## src/rtl/alu_pkg.sv

```systemverilog
// Shared definitions for the ALU issue stage: opcodes, FSM state and instruction layout.
package alu_pkg;

    localparam logic [1:0] OP_AND = 2'b00;
    localparam logic [1:0] OP_XOR = 2'b01;
    localparam logic [1:0] OP_ADD = 2'b10;
    localparam logic [1:0] OP_SUB = 2'b11;

    localparam int OP_W = 2;

    typedef enum logic [0:0] {
        IDLE = 1'b0,
        EXEC = 1'b1
    } state_t;

    // Instruction word is {op, rd, rs, rt}, rt in the least significant bits.
    function automatic int instr_w(input int raw);
        return OP_W + 3 * raw;
    endfunction

    function automatic int rt_lsb(input int raw);
        return 0 * raw;
    endfunction

    function automatic int rs_lsb(input int raw);
        return raw;
    endfunction

    function automatic int rd_lsb(input int raw);
        return 2 * raw;
    endfunction

    function automatic int op_lsb(input int raw);
        return 3 * raw;
    endfunction

endpackage

```

## src/rtl/alu_regfile.sv

```systemverilog
// Small register file for the issue stage: writeback and load write ports, three combinational reads.
module alu_regfile #(
    parameter int DW  = 5,
    parameter int RAW = 2
) (
    input  logic           clk,
    input  logic           rst_n,
    input  logic           wb_en,
    input  logic [RAW-1:0] wb_addr,
    input  logic [DW-1:0]  wb_data,
    input  logic           ld_en,
    input  logic [RAW-1:0] ld_addr,
    input  logic [DW-1:0]  ld_data,
    input  logic [RAW-1:0] rs_addr,
    input  logic [RAW-1:0] rt_addr,
    input  logic [RAW-1:0] dbg_addr,
    output logic [DW-1:0]  rs_data,
    output logic [DW-1:0]  rt_data,
    output logic [DW-1:0]  dbg_data
);

    localparam int NREGS = 2 ** RAW;

    logic [DW-1:0] regs [NREGS];

    genvar gi;
    generate
        for (gi = 0; gi < NREGS; gi++) begin : g_reg
            logic [DW-1:0] q_reg;

            // Writeback has priority when both ports target the same register.
            always_ff @(posedge clk or negedge rst_n) begin
                if (!rst_n) begin
                    q_reg <= '0;
                end else if (wb_en && (wb_addr == RAW'(gi))) begin
                    q_reg <= wb_data;
                end else if (ld_en && (ld_addr == RAW'(gi))) begin
                    q_reg <= ld_data;
                end
            end

            assign regs[gi] = q_reg;
        end
    endgenerate

    assign rs_data  = regs[rs_addr];
    assign rt_data  = regs[rt_addr];
    assign dbg_data = regs[dbg_addr];

endmodule

```

## src/rtl/alu_issue_stage.sv

```systemverilog
// Operand-issue stage feeding a combinational ALU; two-state issue/execute FSM with writeback and status.
module alu_issue_stage
    import alu_pkg::*;
#(
    parameter int DW   = 5,
    parameter int RAW  = 2,
    parameter int CNTW = 8
) (
    input  logic                  clk,
    input  logic                  rst_n,
    input  logic                  instr_valid,
    output logic                  instr_ready,
    input  logic [OP_W+3*RAW-1:0] instr,
    input  logic                  ld_valid,
    output logic                  ld_ready,
    input  logic [RAW-1:0]        ld_addr,
    input  logic [DW-1:0]         ld_data,
    output logic [DW-1:0]         alu_a,
    output logic [DW-1:0]         alu_b,
    output logic [1:0]            alu_ctrl,
    input  logic [2*DW-1:0]       alu_result,
    input  logic                  alu_zflag,
    output logic                  wb_valid,
    output logic [RAW-1:0]        wb_addr,
    output logic [DW-1:0]         wb_data,
    output logic                  z_flag,
    output logic                  ovf_flag,
    output logic [CNTW-1:0]       retired,
    input  logic [RAW-1:0]        dbg_addr,
    output logic [DW-1:0]         dbg_data
);

    localparam int RT_LSB = rt_lsb(RAW);
    localparam int RS_LSB = rs_lsb(RAW);
    localparam int RD_LSB = rd_lsb(RAW);
    localparam int OP_LSB = op_lsb(RAW);

    state_t          state_reg;
    logic [RAW-1:0]  rd_reg;
    logic [DW-1:0]   alu_a_reg;
    logic [DW-1:0]   alu_b_reg;
    logic [1:0]      alu_ctrl_reg;
    logic            wb_valid_reg;
    logic [RAW-1:0]  wb_addr_reg;
    logic [DW-1:0]   wb_data_reg;
    logic            z_flag_reg;
    logic            ovf_flag_reg;
    logic [CNTW-1:0] retired_reg;

    logic [1:0]      instr_op;
    logic [RAW-1:0]  instr_rd;
    logic [RAW-1:0]  instr_rs;
    logic [RAW-1:0]  instr_rt;
    logic [DW-1:0]   rs_data;
    logic [DW-1:0]   rt_data;
    logic            issue_fire;
    logic            ld_fire;
    logic            exec_done;
    logic [DW-1:0]   result_low;
    logic            result_ovf;

    assign instr_op = instr[OP_LSB +: OP_W];
    assign instr_rd = instr[RD_LSB +: RAW];
    assign instr_rs = instr[RS_LSB +: RAW];
    assign instr_rt = instr[RT_LSB +: RAW];

    // A pending load always beats a new instruction while idle.
    assign instr_ready = (state_reg == IDLE) && !ld_valid;
    assign ld_ready    = (state_reg == IDLE) || (ld_addr != rd_reg);
    assign issue_fire  = instr_valid && instr_ready;
    assign ld_fire     = ld_valid && ld_ready;
    assign exec_done   = (state_reg == EXEC);
    assign result_low  = alu_result[DW-1:0];
    assign result_ovf  = |alu_result[2*DW-1:DW];

    alu_regfile #(
        .DW  (DW),
        .RAW (RAW)
    ) u_regfile (
        .clk      (clk),
        .rst_n    (rst_n),
        .wb_en    (exec_done),
        .wb_addr  (rd_reg),
        .wb_data  (result_low),
        .ld_en    (ld_fire),
        .ld_addr  (ld_addr),
        .ld_data  (ld_data),
        .rs_addr  (instr_rs),
        .rt_addr  (instr_rt),
        .dbg_addr (dbg_addr),
        .rs_data  (rs_data),
        .rt_data  (rt_data),
        .dbg_data (dbg_data)
    );

    always_ff @(posedge clk or negedge rst_n) begin
        if (!rst_n) begin
            state_reg    <= IDLE;
            rd_reg       <= '0;
            alu_a_reg    <= '0;
            alu_b_reg    <= '0;
            alu_ctrl_reg <= '0;
        end else begin
            case (state_reg)
                IDLE: begin
                    if (issue_fire) begin
                        alu_a_reg    <= rs_data;
                        alu_b_reg    <= rt_data;
                        alu_ctrl_reg <= instr_op;
                        rd_reg       <= instr_rd;
                        state_reg    <= EXEC;
                    end
                end
                EXEC: begin
                    state_reg <= IDLE;
                end
                default: begin
                    state_reg <= IDLE;
                end
            endcase
        end
    end

    // Retirement status; wb_valid is a single-cycle pulse following the execute edge.
    always_ff @(posedge clk or negedge rst_n) begin
        if (!rst_n) begin
            wb_valid_reg <= 1'b0;
            wb_addr_reg  <= '0;
            wb_data_reg  <= '0;
            z_flag_reg   <= 1'b0;
            ovf_flag_reg <= 1'b0;
            retired_reg  <= '0;
        end else begin
            wb_valid_reg <= exec_done;
            if (exec_done) begin
                wb_addr_reg  <= rd_reg;
                wb_data_reg  <= result_low;
                z_flag_reg   <= alu_zflag;
                ovf_flag_reg <= ovf_flag_reg | result_ovf;
                retired_reg  <= retired_reg + 1'b1;
            end
        end
    end

    assign alu_a    = alu_a_reg;
    assign alu_b    = alu_b_reg;
    assign alu_ctrl = alu_ctrl_reg;
    assign wb_valid = wb_valid_reg;
    assign wb_addr  = wb_addr_reg;
    assign wb_data  = wb_data_reg;
    assign z_flag   = z_flag_reg;
    assign ovf_flag = ovf_flag_reg;
    assign retired  = retired_reg;

endmodule

```

## config.mk

```make
export PLATFORM = sky130hd
export DESIGN_NAME = alu_issue_stage
export DESIGN_NICKNAME = d
export VERILOG_FILES = /design/src/rtl/alu_pkg.sv /design/src/rtl/alu_regfile.sv /design/src/rtl/alu_issue_stage.sv
export SDC_FILE = /design/constraint.sdc
export NUM_CORES = 1
export LEC_CHECK = 0
export ABC_AREA = 0
export CAP_MARGIN = 5
export CORE_MARGIN = 4
export CORE_UTILIZATION = 45
export CTS_BUF_LIST = sky130_fd_sc_hd__clkbuf_2 sky130_fd_sc_hd__clkbuf_4 sky130_fd_sc_hd__clkbuf_8
export CTS_CLUSTER_DIAMETER = 60
export DETAILED_ROUTE_END_ITERATION = 7
export GPL_TIMING_DRIVEN = 0
export PLACE_DENSITY_LB_ADDON = 0.15
export SKIP_LAST_GASP = 1
export SLEW_MARGIN = 5
export SYNTH_ARGS = -nofsm -noshare
export SYNTH_HDL_FRONTEND = slang
export SYNTH_SLANG_ARGS = --single-unit
export TNS_END_PERCENT = 50
```

## constraint.sdc

```tcl
create_clock -name clk -period 1.5 [get_ports clk]
set_clock_uncertainty 0.05 [all_clocks]
set_input_delay 0.3 -clock clk [delete_from_list [all_inputs] [get_ports clk]]
set_output_delay 0.3 -clock clk [all_outputs]
set_load 0.01 [all_outputs]
```

# == After elaboration in Yosys (flattened, before gate mapping) ==
# Cells that the tools add are included.
# op_classes
n_addsub,1
order_cmp,3
n_eq_ne,7
mux,19
n_bitwise,5
n_reduce_logical,21
# op_table
cell,count
5-bit 2-to-1 mux,14
5-bit binary-select mux with 2-bit select,3
1-bit logical AND,11
3-bit greater-or-equal comparator (second input constant),3
2-bit inverter with 3-bit output,3
8-bit by 1-bit adder with 8-bit output (second input constant),1
2-bit == test (second input constant),4
2-bit nonzero test,4
5-bit OR reduction,1
2-bit by 1-bit == test with 1-bit output (second input constant),2
2-bit zero test,2
2-bit != test,1
1-bit case mux with 2 select lines,1
2-bit AND reduction,1
1-bit zero test,1
1-bit logical OR,1
1-bit 2-to-1 mux,1
1-bit inverter,1
1-bit OR,1
# totals
ff_bits,53
in_bits,32
out_inout_bits,37

# == Longest topological paths before layout ==
# Gate-level depths: netlist (run 1).
# depth
ltp_word,6
depth_mapped,5

# == Hierarchy ==
# Synthesis (run 1) repeated with hierarchy kept, for this count alone.
# hier_totals
hier_cells,198
area_unflattened_um2,2653.8
# modules_own_cells
module,n_inst,cells_per_inst,area_each_um2,seq_area_each_um2
alu_issue_stage,1,85,1345.0,825.8
alu_regfile,1,113,1308.8,500.5

# == Worst setup path before layout (run 1) ==
# Ideal clock, no wire load.
# synth_timing
kind,reg-to-reg
startpoint,reg state_reg (netlist: exec_done)
endpoint,reg alu_a_reg[0] (netlist: alu_a[0])
t_arrival_ps,1204
required_ps,1325
slack_ps,121
path_stages_with_launch,5
n_path_buf,1
cell_sequence,dfrtp_1 nor2_1 nand2_2 buf_2 mux2_2
# synth_between
elab_chain_cells,4
# synth_rtl
element,line_no,rtl
"start, declared",alu_issue_stage.sv:38,state_t state_reg;
"start signal, assigned",alu_issue_stage.sv:98,state_reg <= IDLE;
"start signal, assigned",alu_issue_stage.sv:111,state_reg <= EXEC;
"start signal, assigned",alu_issue_stage.sv:115,state_reg <= IDLE;
1-bit inverter,--,
1-bit logical AND,alu_issue_stage.sv:68,assign instr_ready = (state_reg == IDLE) && !ld_valid;
named net instr_ready,alu_issue_stage.sv:12,"output logic instr_ready,"
1-bit logical AND,alu_issue_stage.sv:70,assign issue_fire = instr_valid && instr_ready;
2-bit AND reduction (no line),--,
"end signal, assigned",alu_issue_stage.sv:107,alu_a_reg <= rs_data;
"end, declared",alu_issue_stage.sv:40,logic [DW-1:0] alu_a_reg;
# The timed path passes the listed nets, and every way through them passes these cells.
# A chain may end at the register's enable or synchronous reset.

# == Worst setup path in the final report (run 1) ==
# layout_timing
startpoint,reg u_regfile.g_reg[2].q_reg[0]
endpoint,out dbg_data[0]
# layout_between
elab_chain_cells,3
# layout_rtl
element,line_no,rtl
"start, declared",alu_regfile.sv:29,logic [DW-1:0] q_reg;
"start signal, assigned",alu_regfile.sv:36,q_reg <= wb_data;
"start signal, assigned",alu_regfile.sv:38,q_reg <= ld_data;
5-bit binary-select mux with 2-bit select,alu_regfile.sv:48,assign dbg_data = regs[dbg_addr];
5-bit 2-to-1 mux (implied by the code) (2 in series),alu_regfile.sv:48,
"end, declared",alu_issue_stage.sv:30,output logic [DW-1:0] dbg_data
# No other way between the ends. The select of a mux whose other input is x is not followed.

==> metrics.cfg, run 1 <==
[timing]
fin_crit_ns=1.69
rsz0062_at_grt=true
finalCritPeriodShare=1.13
slew_viol_final=0
setup_ws_ns=-0.191
finalSetupViolations=24
finalHoldViolCount=0
worstMarginPinSlew_ns=0.515
relSlewSlack=0.657
fmax_mhz=591

[global_routing]
grt_pass1_wl_um=10500
antenna_found_initial=0
grt_max_degree=34
overflow=0
grt_pass1_vias=2019
grt_util_all_layers=0.190

[finish]
instances_no_fill=364
largest_reg_flops=20
drive_above_1_share=0.312
area_growth_pct=41.6
post-route-util=0.663
final_nets=326
n_fill_cell=442
antenna_cells=0

[pwr]
power_density_mw_per_mm2=1330
ir_worst_vdd_uv=749
leakagePower_nw=1.79

[floorplanning]
fp.dieW_um=83.9
rows=27
io_pins=69
start_util=0.468
die-area_mm2=0.00704
die_h_um=83.9
core_area_mm2=0.00554

[worst_setup_path]
required_ns=1.15
startpoint_type=flop
endpoint_kind=output pin
critical_path_class=reg2out
worstPathMaxFanout=4
arrival_ns=1.34

[synth]
synth.cell_area_mm2=0.00259
synth_cell_type_count=25
ys_ff_latch=53
synth_seq_area_share=0.512
yosysWarnings=0
synth_cells=193
synth_fp_nets=226
syn_area_per_cell_um2=13.4

[drt]
routed_wl_um=6350
wl_per_cell_um=17.4
viasPerCell=5.33
first_pass_iters=4
vias=1940
drc=0
first_iter_violations=126
final_antenna_net_count=0

[cts]
cts_tree=done
cts_root_buffer=clkbuf_8
cts_buffer_depth=2
clk_latency_ns=0.30
cts_buffers=5
cts.clk_slew.worst_paths_ns=0.09
htree_levels=2
cts_sinks=53

[hold_path]
hold_class=reg2reg

[run_status]
violations=setup timing
outcome=complete, but fails checks

[run]
maxCapViolations=0

[placement]
dp.cells=331
hpwl_um=4350
port-buffer-count=65
place.gp.congestion=0.795

-- placed cells by master, fill, tap and decap left out, types with 13 or more instances in the layout --
master	netlist	layout
clkdlybuf4s50_1	0	31
buf_4	0	28
dlygate4sd2_1	0	13
dfrtp_1	53	51
a21oi_1	15	15
mux2_2	23	23
mux2i_1	20	20
mux4_2	13	13
nor2_1	16	15
dlymetal6s2s_1	0	14
-- stage by stage --
step / hold slack [ns] / cell area (µm²) / setup slack (ns) / setup TNS [ns] / power, mW
after floorplan: -0.0456 / 2590 / 0.121 / 0 / 3.01
after global placement: 0.355 / 3330 / -1.58 / -97.33 / 3.87
after detailed placement: 0.249 / 3350 / -0.620 / -14.50 / 3.94
after CTS: 0.431 / 3590 / -0.204 / -2.31 / 4.88
after global routing: 0.444 / 3670 / -0.257 / -2.87 / 5.20
final: 0.425 / 3670 / -0.191 / -1.76 / 4.89
-- worst max-delay path, cell delays in order, from the launching register on --
cell     delay [ns]
dfrtp_1        0.42
mux4_2         0.49
buf_6          0.14
-- synth_stat cells --
master    number  area share
nand4_1        3      0.0072
nand3_1        2      0.0039
nand2_1        8       0.012
mux4_1         2       0.020
nand2_2        1      0.0024
nand3b_1       4       0.012
buf_6          2      0.0087
xnor2_1        8       0.027
or4_1          1      0.0029
mux2i_1       20       0.077
nand2b_1       1      0.0024
ha_1           1      0.0048
or3b_2         1      0.0034
or3b_1         1      0.0034
mux4_2        13        0.11
mux2_2        23        0.10
clkbuf_1       1      0.0014
nor2_1        16       0.023
dfrtp_1       53        0.51
o21ai_0        6       0.012
xor2_1         1      0.0034
a21oi_1       15       0.029
and3_1         3      0.0072
buf_2          6       0.012
inv_1          1      0.0014
-- routing by layer --
layer | GRT usage | vias up | share of wire
met3 | 0.0503 | 5 | 0.071
met2 | 0.299 | 76 | 0.46
met1 | 0.260 | 952 | 0.46
met5 | 0 | - | 0
met4 | 0.0556 | 0 | 0.0095
li1 | - | 907 | -
-- power by group --
group / total [mW] / internal, mW / switching, mW
Sequential: 2.11 / 1.85 / 0.267
Clock: 0.748 / 0.309 / 0.440
Combinational: 2.03 / 1.26 / 0.772
-- what timing repair did --
action | CTS | global route
hold buffers | 1 | 0
gates resized for setup | 46 | 18
buffers inserted | 22 | 5
hold endpoints to repair | 20 | 0
setup endpoints to repair | 49 | 43
-- logic make-up (layout without fill, tap and decap cells) --
| logic type | Yosys count | after routing | synth area share |
|---|---|---|---|
| xor gates and xnor gates | 9 | 9 | 0.0304 |
| AOI/OAI and AO/OA | 21 | 21 | 0.0405 |
| muxes | 58 | 58 | 0.310 |
| buffers and inverters | 10 | 109 | 0.0232 |
| DFF | 53 | 53 | 0.512 |
| and+or+nand+nor | 41 | 41 | 0.0792 |
| adders and majority gates | 1 | 1 | 0.00483 |
-- final cells by class --
cell class	instances	area, µm²	area share
sequential	53	1330	0.362
clock inverter	1	5.00	0.00136
multi-input combinational	130	1220	0.333
buffer	8	67.6	0.0184
timing repair buffer	94	886	0.241
tap	72	90.1	0.0245
clock buffer	5	68.8	0.0187
inverter	1	3.75	0.00102
-- path summary, 6_finish.rpt --
path | to | startpoint | depth (start not counted) | slack (ns)
worst max-delay path | dbg_data[0] | u_regfile.g_reg[2].q_reg[0] | 2 | -0.19
min in group asynchronous | alu_a[1] | rst_n | 2 | 0.45
worst min-delay path | retired[7] | retired[7] | 1 | 0.42
worst min register to register | retired[7] | retired[7] | 1 | 0.42
worst max register to register | u_regfile.g_reg[0].q_reg[3] | rd_reg[0] | 5 | -0.08
max in group asynchronous | rd_reg[1] | rst_n | 3 | 0.39
Power figures use the tool's default switching activity.
==> inputs of run 2 (changes only) <==
DONT_BUFFER_PORTS = 1   (was not set)
==> run 2 against run 1 <==
Effect of this change:
- the run ends with hold timing, setup timing left
- global-route usage fell by 0.44 points
- flip-flop and latch count is the same
- first-iteration DRC count is 6.3% lower
- core utilization is 12 points lower
- routed wire length is 0.43% lower
- power is 11% lower
- critical path type unchanged
- largest power group unchanged
==> metrics.cfg, run 2 (same netlist as run 1, synthesis figures left out) <==
[global_routing]
antenna_found_initial=0  ; unchanged
grt_pass1_wl_um=10200  ; -3.0%
grt_pass1_vias=1875  ; -7.1%
grt_util_all_layers=0.186  ; -0.00435
grt_max_degree=54  ; +59%
overflow=0  ; unchanged

[run]
maxCapViolations=0  ; unchanged

[pwr]
swShare=0.321  ; +0.0184
power_density_mw_per_mm2=1460  ; +9.5%
power_frac_clock=0.183  ; +0.030
combPwrFrac=0.289  ; -0.126
intPower_mw=2.96  ; -13%
power_switching_mw=1.40  ; -5.5%
leakagePower_nw=1.35  ; -24%
ir_worst_vdd_uv=594  ; -21%
power_frac_seq=0.529  ; +0.097

[worst_setup_path]
worstPathMaxFanout=2  ; -2
crit_family=multiplexers
reg2reg_depth=5  ; unchanged
cp_cell_sequence=mux4_2
critPathSlowestCell=mux4_2
reg2reg_slack_ns=-0.04  ; +0.04 ns
critical_path_class=reg2out
setup.worst_path.start=u_regfile.g_reg[0].q_reg[0]
max_stage_delay_ns=0.52  ; +0.03 ns
timing.rr.start=exec_done
worst-path-buf-inv=0  ; -1
r2r-end=u_regfile.g_reg[0].q_reg[0]
arrival_ns=1.24  ; -0.10 ns
required_ns=1.15  ; about the same
endpoint_kind=output pin
startpoint_type=flop

[cts]
cts_buffer_depth=2  ; unchanged
cts_root_buffer=clkbuf_8
cts_buffers=5  ; unchanged
clk_latency_ns=0.30  ; about the same
cts.clk_slew.worst_paths_ns=0.09  ; about the same
htree_levels=2  ; unchanged
cts_tree=done
cts_sinks=53  ; unchanged

[timing]
slew_viol_final=0  ; unchanged
holdWs_ns=-0.375  ; -0.799 ns
tns_ns=-0.442  ; +1.32 ns
fmax_mhz=630  ; +6.5%
worstMarginPinSlew_ns=0.448  ; -0.0676 ns
finalHoldViolCount=53  ; +53
finalSetupViolations=10  ; -58%
finalCritPeriodShare=1.06  ; -0.0690
fin_crit_ns=1.59  ; -0.104 ns
rsz0062_at_grt=true
relSlewSlack=0.701  ; +0.0441
setup_ws_ns=-0.0875  ; +0.104 ns

[drt]
viasPerCell=5.85  ; +9.9%
first_pass_iters=4  ; unchanged
final_antenna_net_count=0  ; unchanged
vias=1733  ; -11%
routed_wl_um=6320  ; -0.43%
drc=0  ; unchanged
wl_per_cell_um=21.3  ; +22%
first_iter_violations=118  ; -6.3%

[finish]
drive_above_1_share=0.371  ; +0.0589
layout_commonest_cell=dfrtp_1
largest_reg_flops=20  ; unchanged
area_growth_pct=15.2
final_cell_mix=dfrtp_1 (51), buf_4 (25), mux2_2 (23)
final_nets=256  ; -21%
antenna_cells=0  ; unchanged

[hold_path]
hold_class=in2async

[floorplanning]
fp.dieW_um=83.9  ; unchanged
core_area_mm2=0.00554  ; unchanged
die-area_mm2=0.00704  ; unchanged
die_h_um=83.9  ; unchanged
rows=27  ; unchanged
start_util=0.468  ; unchanged
io_pins=69  ; unchanged

[placement]
dp_slack_ns=-0.185  ; +0.435 ns
hpwl_um=4340  ; -0.23%
place.gp.congestion=0.719  ; -9.5%
port-buffer-count=0  ; -100%

[run_status]
outcome=complete, but fails checks
violations=hold timing, setup timing

run 2: cell types whose count changed in the layout (fill, tap and decap cells not counted), moves of 3 or more:
cell / before / now
clkdlybuf4s50_1: 31 / 0
dlymetal6s2s_1: 14 / 0
dlygate4sd2_1: 13 / 0
buf_2: 7 / 3
buf_6: 7 / 3
buf_4: 28 / 25
run 2: how the worst max path moves through the flow:
stage	endpoint	slack (ns)	cells after the start
floorplan	alu_a[0]	0.12	4
global placement	alu_b[3]	-0.14	4
detailed placement	alu_a[0]	-0.18	4
CTS	dbg_data[0]	-0.09	1
global route	dbg_data[0]	-0.13	1
finish	dbg_data[0]	-0.09	1
run 2: per-stage QoR:
step / cell area (µm²) / total power [mW] / instances / utilization
CTS: 2930 / 4.35 / 293 / 0.529
floorplan: 2590 / 3.01 / 193 / -
global route: 2990 / 4.61 / 296 / 0.539
global placement: 2680 / 3.20 / 265 / 0.484
finish: 2990 / 4.36 / 296 / 0.539
detailed placement: 2680 / 3.29 / 265 / 0.484
run 2: repair_timing:
item | 4_1_cts | 5_1_grt
endpoints found under the setup margin | 20 | 27
resized for setup | 4 | 9
endpoints found under the hold margin | 53 | 53
pin swaps | 0 | 0
buffers inserted | 20 | 4
run 2: power by group through the flow:
stage | clock network [mW] | logic, mW | registers [mW]
2_1_floorplan | 0 | 0.763 | 2.25
3_5_place_dp | 0 | 0.889 | 2.40
5_1_grt | 0.887 | 1.36 | 2.36
4_1_cts | 0.821 | 1.23 | 2.29
6_report | 0.796 | 1.26 | 2.30
3_3_place_gp | 0 | 0.834 | 2.36
run 2: per-layer routing:
metal,global-route usage,up-vias,share of wire
met2,0.293,66,0.46
met3,0.0652,8,0.083
met4,0.0439,0,0.012
met5,0,-,0
met1,0.248,888,0.45
li1,-,771,-
run 2: cell type report:
class | count | area (µm²)
Sequential cell | 53 | 1330
Timing Repair Buffer | 24 | 180
Multi-Input combinational cell | 130 | 1230
Fill cell | 481 | 2550
Clock inverter | 2 | 10.0
Clock buffer | 6 | 76.3
Tap cell | 72 | 90.1
Buffer | 8 | 71.3
Inverter | 1 | 3.75
==> inputs of run 3 (changes only) <==
REMOVE_ABC_BUFFERS = 1   (was not set)
==> run 3 against run 2 <==
Effect of this change:
- clock-buffer cell count stayed put
- register-to-register slack better by 0.02 ns
- hold slack better by 0.0012 ns
- maximum frequency hardly changed
- core utilization is 1.7 points lower
- sequential power hardly changed
- critical path depth stayed put
- routed wire length is 1.9% lower
- power is 1.3% lower
- the flow still finishes with violations (hold timing, setup timing)
- combinational power is 4% lower
- clock power is 2% lower
==> metrics.cfg, run 3 (same netlist as run 1, synthesis figures left out) <==
[timing]
rsz0062_at_grt=true
worstMarginPinSlew_ns=0.461  ; +0.0131 ns
holdWs_ns=-0.373  ; +0.00121 ns
fmax_mhz=630  ; about the same
finalSetupViolations=7  ; -3
fin_crit_ns=1.59  ; -0.000974 ns
tns_ns=-0.424  ; +0.0172 ns
slew_viol_final=0  ; unchanged
relSlewSlack=0.692  ; -0.00875
setup_ws_ns=-0.0866  ; +0.000974 ns
finalHoldViolCount=53  ; unchanged
finalCritPeriodShare=1.06  ; about the same

[global_routing]
grt_pass1_vias=1749  ; -6.7%
grt_pass1_wl_um=9750  ; -4.3%
overflow=0  ; unchanged
grt_util_all_layers=0.179  ; -0.00712
grt_max_degree=54  ; unchanged
antenna_found_initial=0  ; unchanged

[worst_setup_path]
reg2reg_slack_ns=-0.02  ; +0.02 ns
worstPathMaxFanout=2  ; unchanged
crit_family=multiplexers
worst-path-buf-inv=0  ; unchanged
critPathSlowestCell=mux4_2
r2r-end=alu_b[3]
critical_path_class=reg2out
max_stage_delay_ns=0.53  ; about the same
timing.rr.start=u_regfile.g_reg[3].q_reg[3]
cp_cell_sequence=mux4_2
startpoint_type=flop
required_ns=1.15  ; about the same
reg2reg_depth=4  ; -1
arrival_ns=1.24  ; about the same
endpoint_kind=output pin

[drt]
viasPerCell=5.97  ; +1.9%
final_antenna_net_count=0  ; unchanged
wl_per_cell_um=21.7  ; +1.6%
first_pass_iters=5  ; +1
vias=1706  ; -1.6%
first_iter_violations=116  ; -1.7%
drc=0  ; unchanged
routed_wl_um=6200  ; -1.9%

[cts]
cts_buffer_depth=2  ; unchanged
htree_levels=2  ; unchanged
cts_buffers=5  ; unchanged
cts_sinks=53  ; unchanged
cts_tree=done
cts_root_buffer=clkbuf_8
cts.clk_slew.worst_paths_ns=0.09  ; about the same
clk_latency_ns=0.30  ; about the same

[finish]
final_cell_mix=dfrtp_1 (52), mux2_2 (23), buf_4 (22)
drive_above_1_share=0.327  ; -0.0434
stdcell_area_mm2=0.00289  ; -3.1%
layout_commonest_cell=dfrtp_1
instances_no_fill=286  ; -3.4%
post-route-util=0.522  ; -0.0167
final_nets=246  ; -3.9%
area_growth_pct=11.6
largest_reg_flops=20  ; unchanged
antenna_cells=0  ; unchanged

[pwr]
power_switching_mw=1.36  ; -2.8%
leakagePower_nw=1.30  ; -3.7%
swShare=0.316  ; -0.00506
power_mw=4.30  ; -1.3%
power_frac_seq=0.538  ; +0.009
power_density_mw_per_mm2=1490  ; +1.9%
intPower_mw=2.94  ; -0.53%
ir_worst_vdd_uv=586  ; -1.4%
power_frac_clock=0.182  ; about the same
combPwrFrac=0.280  ; -0.009

[placement]
postPlaceCellArea_mm2=0.00263  ; -2.1%
port-buffer-count=0  ; unchanged
place.gp.congestion=0.755  ; +5.0%
dp_slack_ns=-0.537  ; -0.352 ns
dp.cells=256  ; -3.4%
hpwl_um=4090  ; -5.8%

[floorplanning]
die_h_um=83.9  ; unchanged
rows=27  ; unchanged
fp.dieW_um=83.9  ; unchanged
core_area_mm2=0.00554  ; unchanged
start_util=0.468  ; unchanged
io_pins=69  ; unchanged
die-area_mm2=0.00704  ; unchanged

[run]
maxCapViolations=0  ; unchanged

[hold_path]
hold_class=in2async

[run_status]
outcome=complete, but fails checks
violations=hold timing, setup timing

run 3: cell count changes in the layout (fill, tap and decap cells not counted), moves of 2 or more:
cell / previous run / this run
buf_4: 25 / 22
dfrtp_2: 2 / 0
buf_6: 3 / 0
buf_2: 3 / 0
run 3: per-layer routing:
layer / up-vias / share of wire / track usage
met2: 83 / 0.48 / 0.275
met1: 873 / 0.42 / 0.244
li1: 746 / - / -
met4: 0 / 0.0055 / 0.0439
met5: - / 0 / 0
met3: 4 / 0.090 / 0.0602
run 3: area by class of cell:
cell class	count	area, µm²
Clock buffer	6	76.3
Clock inverter	2	10.0
Fill cell	481	2650
Inverter	1	3.75
Multi-Input combinational cell	130	1220
Sequential cell	53	1330
Tap cell	72	90.1
Timing Repair Buffer	22	165
run 3: what timing repair did:
action,in CTS,in global routing
endpoints found under the hold margin,53,53
endpoints found under the setup margin,45,10
buffers inserted,19,3
pin swaps,0,0
resized for setup,5,0
run 3: how the worst max path moves through the flow:
stage / from / end / slack (ns) / cells past startpoint
6_report: u_regfile.g_reg[3].q_reg[2] / dbg_data[2] / -0.09 / 1
5_1_grt: u_regfile.g_reg[3].q_reg[4] / dbg_data[4] / -0.14 / 1
4_1_cts: u_regfile.g_reg[3].q_reg[2] / dbg_data[2] / -0.1 / 1
3_5_place_dp: exec_done / alu_b[0] / -0.54 / 3
3_3_place_gp: exec_done / alu_a[4] / -0.45 / 3
2_1_floorplan: exec_done / alu_a[0] / -0.13 / 3
run 3: power groups by stage:
stage / Sequential [mW] / Combinational, mW / Clock [mW]
CTS: 2.31 / 1.17 / 0.821
floorplan: 2.26 / 0.736 / 0
global placement: 2.37 / 0.799 / 0
finish: 2.31 / 1.21 / 0.782
detailed placement: 2.42 / 0.841 / 0
global route: 2.37 / 1.32 / 0.878
